File: config.mk
export PLATFORM = sky130hd
export DESIGN_NAME = pwm_deadtime
export DESIGN_NICKNAME = d
export VERILOG_FILES = /design/src/rtl/pwm_pkg.sv /design/src/rtl/pwm_deadtime_regs.sv /design/src/rtl/pwm_deadtime.sv
export SDC_FILE = /design/constraint.sdc
export NUM_CORES = 1
export LEC_CHECK = 0
export CAP_MARGIN = 10
export CORE_MARGIN = 3
export CORE_UTILIZATION = 44
export DETAILED_ROUTE_END_ITERATION = 8
export PLACE_DENSITY_LB_ADDON = 0.12
export RECOVER_POWER = 100
export SETUP_SLACK_MARGIN = 0.15
export SLEW_MARGIN = 20
export SYNTH_ARGS = -nofsm -noshare
export SYNTH_HDL_FRONTEND = slang
export SYNTH_SLANG_ARGS = --single-unit
File: constraint.sdc
create_clock -name clk_i -period 3.1 [get_ports clk_i]
set_clock_uncertainty 0.2 [all_clocks]
set_input_delay 0.775 -clock clk_i [delete_from_list [all_inputs] [get_ports clk_i]]
set_output_delay 0.775 -clock clk_i [all_outputs]
set_load 0.01 [all_outputs]
File: src/rtl/pwm_pkg.sv
// Shared definitions for the PWM cores and their downstream dead-time stages.
// State encoding, register offsets (addr[5:2]) and CTRL/STATUS bit positions.
package pwm_pkg;

  typedef enum logic [2:0] {
    ST_OFF  = 3'd0,
    ST_LO   = 3'd1,
    ST_DT_H = 3'd2,
    ST_HI   = 3'd3,
    ST_DT_L = 3'd4
  } state_e;

  localparam logic [3:0] OFS_CTRL     = 4'd0;
  localparam logic [3:0] OFS_DEADTIME = 4'd1;
  localparam logic [3:0] OFS_STATUS   = 4'd2;

  localparam int CTRL_EN     = 0;
  localparam int CTRL_HI_POL = 1;
  localparam int CTRL_LO_POL = 2;

  localparam int STATUS_SHORT = 3;
  localparam int STATUS_PWM   = 4;

  localparam int DT_FALL_LSB = 16;

  // Gate drive levels {hi, lo} for a state, before polarity is applied.
  function automatic logic [1:0] drive_of(state_e s);
    logic [1:0] d;
    d = 2'b00;
    case (s)
      ST_LO:   d = 2'b01;
      ST_HI:   d = 2'b10;
      default: d = 2'b00;
    endcase
    return d;
  endfunction

endpackage

File: src/rtl/pwm_deadtime_regs.sv
// Register slot of the dead-time stage: valid/ready bus handshake,
// CTRL/DEADTIME storage and the sticky short_pulse flag with write-1-to-clear.
module pwm_deadtime_regs
  import pwm_pkg::*;
#(
  parameter int BITS    = 32,
  parameter int DT_BITS = 8
) (
  input  logic               clk_i,
  input  logic               rst_ni,
  input  logic               valid_i,
  output logic               ready_o,
  input  logic               we_i,
  input  logic [31:0]        addr_i,
  input  logic [BITS-1:0]    wdata_i,
  output logic [BITS-1:0]    rdata_o,
  input  state_e             state_i,
  input  logic               short_set_i,
  input  logic               pwm_i,
  output logic               en_o,
  output logic               hi_pol_o,
  output logic               lo_pol_o,
  output logic [DT_BITS-1:0] rise_dt_o,
  output logic [DT_BITS-1:0] fall_dt_o
);

  // Handshake: a request is accepted when valid_i is high and ready_o is low;
  // the ack (ready_o) follows one edge later and lasts exactly one cycle, so a
  // held valid_i is acknowledged every other cycle. Read data rides with the ack.
  logic            acc;
  logic            wr;
  logic            rd;
  logic [3:0]      ofs;
  logic            short_q;
  logic            short_clr;
  logic [BITS-1:0] rd_val;
  logic            unused_bits;

  assign acc       = valid_i & ~ready_o;
  assign wr        = acc & we_i;
  assign rd        = acc & ~we_i;
  assign ofs       = addr_i[5:2];
  assign short_clr = wr && (ofs == OFS_STATUS) && wdata_i[STATUS_SHORT];

  assign unused_bits = ^{addr_i, wdata_i};

  always_comb begin
    rd_val = '0;
    case (ofs)
      OFS_CTRL: begin
        rd_val[CTRL_EN]     = en_o;
        rd_val[CTRL_HI_POL] = hi_pol_o;
        rd_val[CTRL_LO_POL] = lo_pol_o;
      end
      OFS_DEADTIME: begin
        rd_val[DT_BITS-1:0]            = rise_dt_o;
        rd_val[DT_FALL_LSB +: DT_BITS] = fall_dt_o;
      end
      OFS_STATUS: begin
        rd_val[2:0]          = state_i;
        rd_val[STATUS_SHORT] = short_q;
        rd_val[STATUS_PWM]   = pwm_i;
      end
      default: rd_val = '0;
    endcase
  end

  always_ff @(posedge clk_i or negedge rst_ni) begin
    if (!rst_ni) begin
      ready_o   <= 1'b0;
      rdata_o   <= '0;
      en_o      <= 1'b0;
      hi_pol_o  <= 1'b0;
      lo_pol_o  <= 1'b0;
      rise_dt_o <= '0;
      fall_dt_o <= '0;
      short_q   <= 1'b0;
    end else begin
      ready_o <= acc;
      rdata_o <= rd ? rd_val : '0;
      if (wr && ofs == OFS_CTRL) begin
        en_o     <= wdata_i[CTRL_EN];
        hi_pol_o <= wdata_i[CTRL_HI_POL];
        lo_pol_o <= wdata_i[CTRL_LO_POL];
      end
      if (wr && ofs == OFS_DEADTIME) begin
        rise_dt_o <= wdata_i[DT_BITS-1:0];
        fall_dt_o <= wdata_i[DT_FALL_LSB +: DT_BITS];
      end
      // A new short pulse on the clearing edge must not be lost.
      short_q <= short_set_i | (short_q & ~short_clr);
    end
  end

endmodule

File: src/rtl/pwm_deadtime.sv
// Complementary high/low gate drive generator with programmable dead time on both
// edges of the incoming PWM wave; FSM, dead-time counter and output flops.
module pwm_deadtime
  import pwm_pkg::*;
#(
  parameter int BITS    = 32,
  parameter int DT_BITS = 8
) (
  input  logic            clk_i,
  input  logic            rst_ni,
  input  logic            valid_i,
  output logic            ready_o,
  input  logic            we_i,
  input  logic [31:0]     addr_i,
  input  logic [BITS-1:0] wdata_i,
  output logic [BITS-1:0] rdata_o,
  input  logic            pwm_i,
  output logic            pwm_hi_o,
  output logic            pwm_lo_o
);

  localparam logic [DT_BITS-1:0] DT_ONE = DT_BITS'(1);

  logic               en;
  logic               hi_pol;
  logic               lo_pol;
  logic [DT_BITS-1:0] rise_dt;
  logic [DT_BITS-1:0] fall_dt;
  state_e             state_q;
  state_e             state_d;
  logic [DT_BITS-1:0] cnt_q;
  logic [DT_BITS-1:0] cnt_d;
  logic               short_set;
  logic [1:0]         drive_d;

  pwm_deadtime_regs #(
    .BITS    (BITS),
    .DT_BITS (DT_BITS)
  ) u_regs (
    .clk_i       (clk_i),
    .rst_ni      (rst_ni),
    .valid_i     (valid_i),
    .ready_o     (ready_o),
    .we_i        (we_i),
    .addr_i      (addr_i),
    .wdata_i     (wdata_i),
    .rdata_o     (rdata_o),
    .state_i     (state_q),
    .short_set_i (short_set),
    .pwm_i       (pwm_i),
    .en_o        (en),
    .hi_pol_o    (hi_pol),
    .lo_pol_o    (lo_pol),
    .rise_dt_o   (rise_dt),
    .fall_dt_o   (fall_dt)
  );

  // The counter is loaded only on entry to a dead-time state, so DEADTIME
  // writes never disturb a gap already in progress.
  always_comb begin
    state_d   = state_q;
    cnt_d     = cnt_q;
    short_set = 1'b0;
    if (!en) begin
      state_d = ST_OFF;
    end else begin
      case (state_q)
        ST_OFF: state_d = pwm_i ? ST_HI : ST_LO;
        ST_LO: begin
          if (pwm_i) begin
            if (rise_dt == '0) begin
              state_d = ST_HI;
            end else begin
              state_d = ST_DT_H;
              cnt_d   = rise_dt - DT_ONE;
            end
          end
        end
        ST_DT_H: begin
          if (!pwm_i) begin
            state_d   = ST_LO;
            short_set = 1'b1;
          end else if (cnt_q == '0) begin
            state_d = ST_HI;
          end else begin
            cnt_d = cnt_q - DT_ONE;
          end
        end
        ST_HI: begin
          if (!pwm_i) begin
            if (fall_dt == '0) begin
              state_d = ST_LO;
            end else begin
              state_d = ST_DT_L;
              cnt_d   = fall_dt - DT_ONE;
            end
          end
        end
        ST_DT_L: begin
          if (pwm_i) begin
            state_d   = ST_HI;
            short_set = 1'b1;
          end else if (cnt_q == '0) begin
            state_d = ST_LO;
          end else begin
            cnt_d = cnt_q - DT_ONE;
          end
        end
        default: state_d = ST_OFF;
      endcase
    end
    drive_d = drive_of(state_d);
  end

  // Outputs are registered alongside the state so they change on the same edge.
  always_ff @(posedge clk_i or negedge rst_ni) begin
    if (!rst_ni) begin
      state_q  <= ST_OFF;
      cnt_q    <= '0;
      pwm_hi_o <= 1'b0;
      pwm_lo_o <= 1'b0;
    end else begin
      state_q  <= state_d;
      cnt_q    <= cnt_d;
      pwm_hi_o <= drive_d[1] ^ hi_pol;
      pwm_lo_o <= drive_d[0] ^ lo_pol;
    end
  end

endmodule

[Word-level counts from Yosys, hierarchy flattened]
Cells that the tools add are included.
Operators by class
  add/sub/neg operators: 3
  multipliers: 0
  div/mod/pow operators: 0
  magnitude comparators: 0
  eq/ne operators: 14
  shifts and indexed selects: 0
  multiplexer cells: 29
  bitwise operators: 10
  reduce and logical (&&, ||, !) cells: 11
Operator list (number)
  8-bit 2-to-1 mux: 8
  8-bit case mux with 4 select lines: 1
  3-bit 2-to-1 mux: 9
  8-bit logical NOT: 3
  24-bit 2-to-1 mux: 1
  8-bit by 1-bit subtractor with 8-bit output, second input constant: 3
  3-bit case mux with 5 select lines: 1
  2-bit != test, second input constant: 6
  3-bit by 2-bit == test with 1-bit output, second input constant: 3
  3-bit case mux with 3 select lines: 1
  2-bit case mux with 2 select lines: 2
  8-bit AND reduction: 1
  3-bit by 1-bit == test with 1-bit output, second input constant: 2
  1-bit bitwise AND: 4
  4-bit by 1-bit == test with 1-bit output, second input constant: 1
  4-bit by 2-bit == test with 1-bit output, second input constant: 1
  1-bit logical AND: 4
  4-bit logical NOT: 1
  1-bit 2-to-1 mux: 4
  4-bit nonzero test: 1
  3-bit == test, second input constant: 1
  3-bit logical NOT: 1
  1-bit NOT: 3
  2-bit 2-to-1 mux: 1
  3 further kinds: 4
Storage, ports and cells
  flip-flop bits (word level): 66
  bits in latches: 0
  bits in writable memories: 0
  ROM bits: 0
  input bits: 69
  logic and storage cells: 79
  memories: 0

[Logic depth before layout (Yosys ltp)]
  word-level depth: 8
  depth in mapped cells: 11

[Hierarchy]
Synthesis repeated with hierarchy kept, for this count alone.
Second synthesis, totals
  cells, all modules: 243
  area total of the unflattened synthesis: 2627.5 sq um
Modules (own cells, without submodules)
  pwm_deadtime_regs: instances 1, cells each 115, area each 1550.2 sq um, seq. area each 925.9 sq um
  pwm_deadtime: instances 1, cells each 128, area each 1077.3 sq um, seq. area each 325.3 sq um

[Least setup slack after synthesis]
No wires, ideal clock.
  path type: input to register
  start: input addr_i[3]
  end: register u_regs.fall_dt_o[0]
  library setup time: 0.125 ns
  data arrival time: 2.163 ns
  setup slack: 0.612 ns
  stages on the path: 6
  buffers on the path: 3
  cell sequence: clkbuf_1 nor2b_1 clkbuf_1 nand3_1 clkbuf_1 mux2_2
On the way
  longest elaborated chain between the ends: 2
RTL lines
  from (decl): line pwm_deadtime.sv:14  | input logic [31:0] addr_i,
  4-bit by 1-bit == test with 1-bit output: line pwm_deadtime_regs.sv:86  | if (wr && ofs == OFS_DEADTIME) begin
  1-bit logical AND: line pwm_deadtime_regs.sv:86
  to (signal assigned): line pwm_deadtime_regs.sv:88  | fall_dt_o <= wdata_i[DT_FALL_LSB +: DT_BITS];
  to (decl): line pwm_deadtime_regs.sv:24  | output logic [DT_BITS-1:0] fall_dt_o
No other way between the ends.
A chain may end at the register's enable or synchronous reset.

[Worst setup path in the final report]
  start: input pwm_i
  end: register cnt_q[5]
On the way
  longest elaborated chain between the ends: 2
  elaborated cells between the ends (all ways): 5
RTL lines
  from (decl): line pwm_deadtime.sv:17  | input logic pwm_i,
  2-bit != test (no source line)
  8-bit AND reduction (no source line) (*)
  to (signal assigned): line pwm_deadtime.sv:124  | cnt_q <= cnt_d;
  to (decl): line pwm_deadtime.sv:31  | logic [DT_BITS-1:0] cnt_q;
Mark *: on every way between the ends. The rest lies on a longest branch, timed or not.

==> metrics.md <==
| Metric | Value |
|---|---|
| Status | `completed` |
| Average size of a mapped cell | `10.0 µm²` |
| Root buf cell | `sky130_fd_sc_hd__clkbuf_8` |
| Number of hold buffers added after CTS | `0` |
| Antenna violations before repair | `0` |
| Setup violations, final | `0` |
| Dominant combinational cell family by area after synthesis | `simple AND/OR/NAND/NOR gates` |
| Number of routed nets with antenna violations | `0` |
| Required @ worst endpoint | `3.13 ns` |
| Residual DRC | `0` |
| Clock transition at the registers of the reported paths | `0.09 ns` |
| First-pass GRT wire length | `10200 µm` |
| Final hold violation count | `0` |
| Maximum net fanout on the critical path | `13` |
| Shortest period the worst path allows | `2.73 ns` |
| Via count of the first global-routing pass | `2015` |
| Die extent in y | `83.9 µm` |
| Share of post-route cells with drive strength above 1 | `0.138` |
| Postcts setup bufs | `0` |
| Share of the yosys chip area belonging to registers | `0.468` |
| Kind of critical path | `primary input to flop` |
| DRT Pass-1 Iters | `4` |
| Core ar. | `0.00568 mm²` |
| I/O pin total | `104` |
| TritonCTS clock tree | `yes` |
| Net count reported at finish | `380` |
| Antenna Diode Count | `0` |
| Max Cap Violations | `0` |
| Share of synthesized flip-flops with an asynchronous set or reset | `1.00` |
| Number of placed instances, taps included | `375` |
| WL/cell | `15.2 µm` |
| Leakage power of the design | `1.47 nW` |
| Worst-case clock buffer depth | `2` |
| Cells resized by post-CTS repair | `0` |
| Number of enable flip-flop cells after synthesis | `0` |
| Die ar. | `0.00705 mm²` |
| Clock net sink count | `50` |
| Number of slew-limit violations in the final report | `0` |
| Mapped cell area | `0.00267 mm²` |
| Transition time at the pin with the least slew margin | `1.21 ns` |
| Nature of the critical path startpoint | `primary input` |
| Depth of the worst register-to-register path | `9` |
| GP Congestion | `0.849` |
| Count of vias placed by the detailed router | `2049` |
| Max transition margin | `0.196` |
| Arrival time at the worst endpoint | `2.75 ns` |
| Global-route usage over all layers | `0.179` |
| Worst IR drop on VDD | `0.000276 V` |
| Warning count from the yosys run | `0` |
| Site Rows | `27` |
| Share of the synthesized area in compound gates (AO/OA/AOI/OAI) | `0.140` |
| Quantity of I/O buffers inserted on ports | `43` |
| Min-Delay Path Depth | `1` |
| Gate count of the mapped netlist | `266` |
| Worst path setup slack after routing | `0.372 ns` |
| Primary flip-flop cell chosen by synthesis mapping | `sky130_fd_sc_hd__dfrtp_1` |
| Mux contribution to synthesized area | `0.107` |
| RSZ-0062 raised after global routing | `false` |
| Period utilisation layout | `0.880` |
| Final wirelength | `5840 µm` |
| Setup_tns | `0 ns` |
| Growth of design area from synthesis to finish | `19.6%` |
| Die Width | `83.9 µm` |
| Highest achievable clock rate | `367 MHz` |
| Share of synthesized cell area in full adder, half adder and majority cells | `0.00468` |
| H-tree levels | `2` |
| Routed via count divided by cell count | `5.35` |
| Endpoint class of the critical path | `flop` |
| Total clock buffers created by CTS | `5` |
| Starting DRT DRC Count | `141` |
| Total grt overflow | `0` |
| Largest net degree at the start of global routing | `51` |
| Fraction of synthesized cell area in xor and xnor cells | `0.0164` |
| Flop and latch count out of synthesis | `50` |
| Post-DP HPWL | `4330 µm` |
| Non-filler instance count after layout | `383` |
| Number of distinct library cells after synthesis | `48` |
| Starting utilization of the core area | `0.471` |
| Class of the tightest hold or removal check | `flop to flop` |
| Placement-stage worst setup slack | `0.271 ns` |
| Simple-gate area share of the yosys netlist | `0.182` |
| Total power per unit cell area | `531 mW/mm²` |
| Clock latency reported for the late side of the worst-skew pair | `0.31 ns` |
## per-layer routing
layer / vias to the layer above / routed length, µm / GRT usage / share of wire
met5: - / 0 / 0 / 0
met4: 0 / 71 / 0.0541 / 0.012
met3: 8 / 324 / 0.0415 / 0.056
met2: 50 / 2780 / 0.287 / 0.48
met1: 992 / 2660 / 0.242 / 0.46
li1: 999 / - / - / -
## layout make-up
class | instances | area [µm²]
inverters | 4 | 15.0
clock buffers | 5 | 68.8
fillers | 513 | 2480
clock inverters | 3 | 18.8
flip-flops and latches | 50 | 1250
well taps | 72 | 90.1
multi-input cells | 195 | 1260
repair buffers | 54 | 492
## cell families after synthesis
kind of cell | Yosys count
adder cells (fa/ha/maj) | 1
flip-flops | 50
buffers and inverters | 36
other | 1
AO/OA/AOI/OAI | 54
XOR/XNOR | 5
multiplexers | 26
AND/OR/NAND/NOR | 93
## critical path: stages
cell,delay [ns]
sky130_fd_sc_hd__dlygate4sd3_1,0.56
sky130_fd_sc_hd__clkbuf_1,0.22
sky130_fd_sc_hd__a21oi_1,0.20
sky130_fd_sc_hd__o32ai_1,0.15
sky130_fd_sc_hd__or3_1,0.42
sky130_fd_sc_hd__buf_4,0.20
sky130_fd_sc_hd__o31ai_1,0.22
## Yosys cell counts (3+ instances only)
cell,n,area (µm²)
sky130_fd_sc_hd__mux2i_1,5,50.1
sky130_fd_sc_hd__nand2b_1,5,31.3
sky130_fd_sc_hd__or4_1,3,22.5
sky130_fd_sc_hd__mux2_2,19,214
sky130_fd_sc_hd__nand3_1,3,15.0
sky130_fd_sc_hd__dfrtp_1,50,1250
sky130_fd_sc_hd__nand2_1,19,71.3
sky130_fd_sc_hd__nor2b_1,9,56.3
sky130_fd_sc_hd__a21oi_1,11,55.1
sky130_fd_sc_hd__a32oi_1,3,26.3
sky130_fd_sc_hd__nor2_1,26,97.6
sky130_fd_sc_hd__and2_1,11,68.8
sky130_fd_sc_hd__inv_1,4,15.0
sky130_fd_sc_hd__buf_4,17,128
sky130_fd_sc_hd__o21ai_1,9,45.0
sky130_fd_sc_hd__clkbuf_1,6,22.5
sky130_fd_sc_hd__o21ai_0,11,55.1
sky130_fd_sc_hd__buf_2,7,35.0
sky130_fd_sc_hd__nor4_1,6,37.5
sky130_fd_sc_hd__xor2_1,3,26.3
sky130_fd_sc_hd__o221a_2,3,33.8
sky130_fd_sc_hd__o221ai_1,3,26.3
## path summary, 6_finish.rpt
| path | startpoint | end | slack [ns] |
|---|---|---|---|
| max in group asynchronous | rst_ni | cnt_q[0] | 1.39 |
| worst max register to register | state_q[0] | cnt_q[6] | 0.40 |
| worst min register to register | u_regs.ready_o | u_regs.ready_o | 0.23 |
| worst min-delay path | u_regs.ready_o | u_regs.ready_o | 0.23 |
| worst max-delay path | pwm_i | cnt_q[5] | 0.37 |
| min in group asynchronous | rst_ni | u_regs.rise_dt_o[3] | 0.59 |
## layout by cell type (no fill, tap or decap), types with 3 or more instances in the layout
cell type	instances
sky130_fd_sc_hd__a21oi_1	11
sky130_fd_sc_hd__mux2_2	19
sky130_fd_sc_hd__clkdlybuf4s50_1	20
sky130_fd_sc_hd__o21ai_0	16
sky130_fd_sc_hd__o221ai_1	3
sky130_fd_sc_hd__or4_1	3
sky130_fd_sc_hd__nand2b_1	5
sky130_fd_sc_hd__nand3_1	3
sky130_fd_sc_hd__clkbuf_1	3
sky130_fd_sc_hd__inv_1	4
sky130_fd_sc_hd__clkbuf_8	5
sky130_fd_sc_hd__a32oi_1	3
sky130_fd_sc_hd__xor2_1	3
sky130_fd_sc_hd__dfrtp_1	50
sky130_fd_sc_hd__nor2_1	26
sky130_fd_sc_hd__conb_1	16
sky130_fd_sc_hd__o21ai_1	4
sky130_fd_sc_hd__and2_0	6
sky130_fd_sc_hd__dlygate4sd3_1	22
sky130_fd_sc_hd__mux2i_1	5
sky130_fd_sc_hd__nor2b_1	9
sky130_fd_sc_hd__buf_4	6
sky130_fd_sc_hd__nor4_1	6
sky130_fd_sc_hd__and2_1	5
sky130_fd_sc_hd__nand2_1	19
sky130_fd_sc_hd__o221a_2	3
## flip-flops by register name, indices dropped and copies added, names as in the netlist
register,count
u_regs.rdata_o,16
cnt_q,8
u_regs.fall_dt_o,8
u_regs.rise_dt_o,8
state_q,3
pwm_hi_o,1
pwm_lo_o,1
u_regs.en_o,1
u_regs.hi_pol_o,1
u_regs.lo_pol_o,1
u_regs.ready_o,1
u_regs.short_q,1
## power by group
group          switching, mW  leakage (nW)  internal, mW  total [mW]
registers             0.0924         0.675         0.731       0.824
logic                  0.248         0.745         0.234       0.482
clock network          0.231        0.0483         0.159       0.391
## per-stage QoR
step	power, mW	cell area, µm²	hold slack [ns]	util
global placement	1.33	3140	0.221	0.553
CTS	1.72	3230	0.243	0.569
floorplan	1.19	2730	0.257	-
global route	1.81	3200	0.267	0.563
finish	1.70	3200	0.233	0.563
detailed placement	1.33	3140	0.233	0.553
(Power assumes the default switching activity.)
